<file path="config.mk">
export PLATFORM = sky130hd
export DESIGN_NAME = prio_demux_tx
export DESIGN_NICKNAME = d
export VERILOG_FILES = /design/src/rtl/prio_demux_pkg.sv /design/src/rtl/prio_demux_slot.sv /design/src/rtl/prio_demux_tx.sv
export SDC_FILE = /design/constraint.sdc
export NUM_CORES = 1
export LEC_CHECK = 0
export ABC_AREA = 1
export BUFFER_PORTS_ARGS = -buffer_cell sky130_fd_sc_hd__buf_2
export CAP_MARGIN = 15
export CORE_AREA = 2 2 39 41
export DETAILED_ROUTE_END_ITERATION = 8
export DIE_AREA = 0 0 41 43
export PLACE_DENSITY_LB_ADDON = 0.2
export SLEW_MARGIN = 20
export SYNTH_ARGS = -nofsm -noshare
export SYNTH_HDL_FRONTEND = slang
export SYNTH_SLANG_ARGS = --single-unit
</file>
<file path="constraint.sdc">
create_clock -name clk -period 1.5 [get_ports clk]
set_clock_uncertainty 0.05 [all_clocks]
set_input_delay 0.225 -clock clk [delete_from_list [all_inputs] [get_ports clk]]
set_output_delay 0.225 -clock clk [all_outputs]
set_load 0.03 [all_outputs]
</file>
<file path="src/rtl/prio_demux_pkg.sv">
// Shared types for the priority demux: channel state, target encoding, drop count width.
// Latency: n/a (types and a pure combinational helper only).
// Backpressure: n/a.
package prio_demux_pkg;

  typedef enum logic {
    EMPTY = 1'b0,
    FULL  = 1'b1
  } chan_state_t;

  typedef enum logic [1:0] {
    NONE = 2'd0,
    CH1  = 2'd1,
    CH2  = 2'd2,
    CH3  = 2'd3
  } target_t;

  localparam int DROP_CNT_W = 8;

  // Fixed priority c1 > c2 > c3; no enable set means the word has nowhere to go.
  function automatic target_t sel_target(input logic c1, input logic c2, input logic c3);
    target_t t;
    if (c1)      t = CH1;
    else if (c2) t = CH2;
    else if (c3) t = CH3;
    else         t = NONE;
    return t;
  endfunction

endpackage

</file>
<file path="src/rtl/prio_demux_slot.sv">
// One-entry channel holding register with EMPTY/FULL state.
// Latency: word loaded on i_load appears on o_dout/o_vld the next cycle.
// Backpressure: holds the word until i_ack; a load in the ack cycle replaces it with no bubble.
module prio_demux_slot
  import prio_demux_pkg::*;
#(
  parameter int W = 1
) (
  input  logic         clk,
  input  logic         rst,
  input  logic         i_load,
  input  logic         i_ack,
  input  logic [W-1:0] i_din,
  output logic [W-1:0] o_dout,
  output logic         o_vld
);

  chan_state_t  r_state;
  chan_state_t  w_state_nxt;
  logic [W-1:0] r_dat;

  // State register; reset discards any held word.
  always_ff @(posedge clk) begin
    if (rst) r_state <= EMPTY;
    else     r_state <= w_state_nxt;
  end

  // Next state: a load always wins (covers ack+load back-to-back); ack on EMPTY stays EMPTY.
  always_comb begin
    w_state_nxt = r_state;
    if (i_load)     w_state_nxt = FULL;
    else if (i_ack) w_state_nxt = EMPTY;
  end

  // Data register; keeps the last word after it is acknowledged.
  always_ff @(posedge clk) begin
    if (rst)         r_dat <= '0;
    else if (i_load) r_dat <= i_din;
  end

  // Outputs are straight from registers.
  always_comb begin
    o_vld  = (r_state == FULL);
    o_dout = r_dat;
  end

endmodule

</file>
<file path="src/rtl/prio_demux_tx.sv">
// Routes one source word per cycle to the highest-priority enabled channel (c1>c2>c3).
// Latency: one cycle from accept to channel valid; build with PRIO_DEMUX_TX_DROP_CNT_EN for drop_cnt.
// Backpressure: a_ready low only when the target channel is FULL and not acked this cycle.
module prio_demux_tx
  import prio_demux_pkg::*;
#(
  parameter int W = 1
) (
  input  logic         clk,
  input  logic         rst,
  input  logic [W-1:0] a_in,
  input  logic         a_valid,
  output logic         a_ready,
  input  logic         c1,
  input  logic         c2,
  input  logic         c3,
  output logic [W-1:0] b1,
  output logic [W-1:0] b2,
  output logic [W-1:0] b3,
  output logic         v1,
  output logic         v2,
  output logic         v3,
  input  logic         k1,
  input  logic         k2,
  input  logic         k3
`ifdef PRIO_DEMUX_TX_DROP_CNT_EN
  ,
  output logic [DROP_CNT_W-1:0] drop_cnt
`endif
);

  target_t w_target;
  logic    w_accept;
  logic    w_load1;
  logic    w_load2;
  logic    w_load3;

  // Target selection, ready and per-channel load strobes.
  always_comb begin
    w_target = sel_target(c1, c2, c3);
    case (w_target)
      CH1:     a_ready = !v1 || k1;
      CH2:     a_ready = !v2 || k2;
      CH3:     a_ready = !v3 || k3;
      default: a_ready = 1'b1;
    endcase
    w_accept = a_valid && a_ready;
    w_load1  = w_accept && (w_target == CH1);
    w_load2  = w_accept && (w_target == CH2);
    w_load3  = w_accept && (w_target == CH3);
  end

  prio_demux_slot #(.W(W)) u_slot1 (
    .clk    (clk),
    .rst    (rst),
    .i_load (w_load1),
    .i_ack  (k1),
    .i_din  (a_in),
    .o_dout (b1),
    .o_vld  (v1)
  );

  prio_demux_slot #(.W(W)) u_slot2 (
    .clk    (clk),
    .rst    (rst),
    .i_load (w_load2),
    .i_ack  (k2),
    .i_din  (a_in),
    .o_dout (b2),
    .o_vld  (v2)
  );

  prio_demux_slot #(.W(W)) u_slot3 (
    .clk    (clk),
    .rst    (rst),
    .i_load (w_load3),
    .i_ack  (k3),
    .i_din  (a_in),
    .o_dout (b3),
    .o_vld  (v3)
  );

`ifdef PRIO_DEMUX_TX_DROP_CNT_EN
  logic                  w_drop;
  logic [DROP_CNT_W-1:0] r_drop_cnt;

  // A word accepted with no enabled channel is discarded and counted.
  always_comb begin
    w_drop = w_accept && (w_target == NONE);
  end

  // Saturating drop counter.
  always_ff @(posedge clk) begin
    if (rst)                          r_drop_cnt <= '0;
    else if (w_drop && !(&r_drop_cnt)) r_drop_cnt <= r_drop_cnt + DROP_CNT_W'(1);
  end

  assign drop_cnt = r_drop_cnt;
`endif

endmodule

</file>
==> metrics <==
reg-to-reg slack, setup=~0.45 ns; Final Hold Vio Count=0; number of fillers in the final layout=160; Area contributors post-synth=sky130_fd_sc_hd__dfxtp_1 (33%), sky130_fd_sc_hd__nand2_1 (16%), sky130_fd_sc_hd__inv_1 (15%), sky130_fd_sc_hd__nand3_2 (8.2%), sky130_fd_sc_hd__nand4_1 (6.9%); critical path startpoint category=register; count of H-tree levels built during CTS=1; post-detailed-placement half-perimeter wirelength=roughly 610 um; via count of the routed design=378; Core Rows=14; maximum buffer depth of the clock tree=2; fraction of final layout cells with drive strength greater than 1=a little over a third; kind of cell adding the most delay to the critical path=flip-flops; crit path launch=u_slot1.o_vld$_SDFFE_PP0P_; maximum VDD drop=between 0.3 and 0.4 mV; routed vias/inst=slightly above 4; clock buffer count from CTS=3; power per cell area=around 840 mW/mm2; total number of clock tree sinks=6; count of input and output buffers=16; Synth Instances=58; cells along the critical path=nand3_1 > nand2_2 > nand2_1 > inv_2 > nand2_4 > buf_2; f_max=slightly above 0.7 GHz; total of hold buffers inserted after clock tree synthesis=0; setup repair after global routing missed its margin=no; total detailed-routing wirelength=between 700 and 800 um; post-route cell area=a little under 500 um2; initial antenna violation count=0; sequential share of the synthesized area=between 30% and 40%; static leakage=0.298 nW; setup bufs post-CTS=0; clock transition at the registers of the reported paths=roughly 0.050 ns; library cell occupying the most area in the post-synthesis netlist=sky130_fd_sc_hd__dfxtp_1; worst endpoint data arrival time=between 1 and 1.5 ns; Starting Density=26.3%; post-layout min period=about 1.4 ns; Final Max Slew Viols=0; post-route clock period utilization=between 90% and 100%; detailed-route wire length per cell=between 7 and 8 um; highest cell delay on the worst timing path=approximately 0.34 ns; count of buffering cells on the critical path with inverters included=2; worst hold path stage count=2; Seq cells post-synth=6; die outline area=~0.0018 mm2; sum of internal, switching and leakage power=0.411 mW; number of nets in the finished design=89; Post-Syn Nets=between 60 and 70; Layout Area Growth over Synthesis=33.7%; Reg2Reg Depth=9; antenna diode instance count=0; final global-route overflow total=0; core area=about 0.0014 mm2; Crit path required time=roughly 1.2 ns; final-report setup violation count=0; slowest library cell on the worst path=sky130_fd_sc_hd__dfxtp_1; worst hold slack across all endpoints=about 0.10 ns; Syn Std Cell Area=364 um2; worst-path fanout max=7; clock root buffer=sky130_fd_sc_hd__clkbuf_4; worst reg2reg startpoint=u_slot1.o_vld$_SDFFE_PP0P_; Worst Setup Path Type=register to primary output; Vert. Die Dim=around 43 um; via count of the first global-routing pass=between 300 and 400; Fin Setup TNS=0 ns; worst hold path class=input port to register; headroom to the max-slew limit=76.9%; pin slew with the least headroom to its limit=0.344 ns; nature of the critical path endpoint=primary output; distinct cell type count of the synthesized netlist=13; placed instance area=between 400 and 500 um2; final estimated routing congestion in global placement=between 0.6 and 0.7; Min-Delay Startpoint=rst; Worst path depth=6; Mapped Avg Cell Area=about 6.3 um2; pin count of the biggest net entering global routing=8; YS warnings=0; clk_lat worst skew=0.24 ns; Util after Layout=between 30% and 40%; GRT Resource Usage Total=between 10% and 20%; number of optimization iterations in the first detailed-route pass=4; PostCTS Resize Cnt=0; Horiz. Die Dim=~41 um; first-pass GRT wire length=~1.2 mm; Detail Route Antenna Nets=0; number of design-rule violations left by the first detailed-router iteration=14; share of Yosys cell area claimed by the top area cell type=33.0%; count of unresolved DRC violations after routing=0; max-cap check violation count=0; TritonCTS clock tree=done; status=finished clean; number of placed I/O pins=17
==> routing by layer <==
| metal | global-route usage, % | part of all wire (%) |
|---|---|---|
| met3 | 3.14 | 4.6 |
| met5 | 0 | 0 |
| met2 | 13.8 | 50 |
| met4 | 12.0 | 1.6 |
| met1 | 12.7 | 44 |
==> flip-flops by register name, indices dropped and copies added, names as in the netlist <==
signal          cells
u_slot1.o_vld       1
u_slot2.o_vld       1
u_slot3.o_vld       1
u_slot3.o_dout      1
u_slot2.o_dout      1
u_slot1.o_dout      1
==> synthesized netlist by cell type <==
cell,instances
sky130_fd_sc_hd__dfxtp_1,6
sky130_fd_sc_hd__nor3_1,1
sky130_fd_sc_hd__nor2_1,5
sky130_fd_sc_hd__a21oi_1,1
sky130_fd_sc_hd__nand3_2,3
sky130_fd_sc_hd__nand2_2,1
sky130_fd_sc_hd__nand2_4,1
sky130_fd_sc_hd__inv_2,2
sky130_fd_sc_hd__nand3_1,2
sky130_fd_sc_hd__inv_1,15
sky130_fd_sc_hd__nand4_1,4
sky130_fd_sc_hd__nand2_1,16
sky130_fd_sc_hd__o21ai_2,1
==> logic make-up after synthesis <==
kind of cell           share of synthesized area, %
and+or+nand+nor                                45.7
buffers and inverters                          17.5
DFF                                            33.0
AOI/OAI and AO/OA                              3.78
==> power by group <==
| part | switching, mW | total [mW] | leakage, nW | internal [mW] |
|---|---|---|---|---|
| sequential | 0.00287 | 0.169 | 0.0489 | 0.166 |
| combinational | 0.0609 | 0.0922 | 0.235 | 0.0313 |
| clock | 0.0591 | 0.150 | 0.0138 | 0.0906 |
| total | 0.123 | 0.411 | 0.298 | 0.288 |
==> through the flow <==
step | setup WS, ns | cells
floorplan | 0.217 | 58
global placement | 0.236 | 90
detailed placement | 0.204 | 90
CTS | 0.0807 | 93
global route | 0.00426 | 93
finish | 0.104 | 93
==> cell type report <==
class | instances | area, um2 | share of cell area (%)
clock buffers | 3 | 22.5 | 4.63
inverters | 17 | 63.8 | 13.1
multi-input cells | 35 | 180 | 37.0
flip-flops and latches | 6 | 120 | 24.7
well taps | 16 | 20.0 | 4.11
repair buffers | 16 | 80.1 | 16.5
==> placed cells by master, fill, tap and decap left out <==
master                      n
sky130_fd_sc_hd__nand2_1   16
sky130_fd_sc_hd__buf_2     16
sky130_fd_sc_hd__inv_1     15
sky130_fd_sc_hd__dfxtp_1    6
sky130_fd_sc_hd__nor2_1     5
sky130_fd_sc_hd__nand4_1    4
sky130_fd_sc_hd__nand3_2    3
sky130_fd_sc_hd__clkbuf_4   3
sky130_fd_sc_hd__inv_2      2
sky130_fd_sc_hd__nand3_1    2
sky130_fd_sc_hd__o21ai_2    1
sky130_fd_sc_hd__nand2_2    1
sky130_fd_sc_hd__nand2_4    1
sky130_fd_sc_hd__nor3_1     1
sky130_fd_sc_hd__a21oi_1    1
==> worst paths after layout <==
check	to
worst max register to register	u_slot3.o_dout$_SDFFE_PP0P_
worst min register to register	u_slot3.o_vld$_SDFFE_PP0P_
worst max-delay path	a_ready
worst min-delay path	u_slot3.o_vld$_SDFFE_PP0P_
Power figures use the tool's default switching activity.
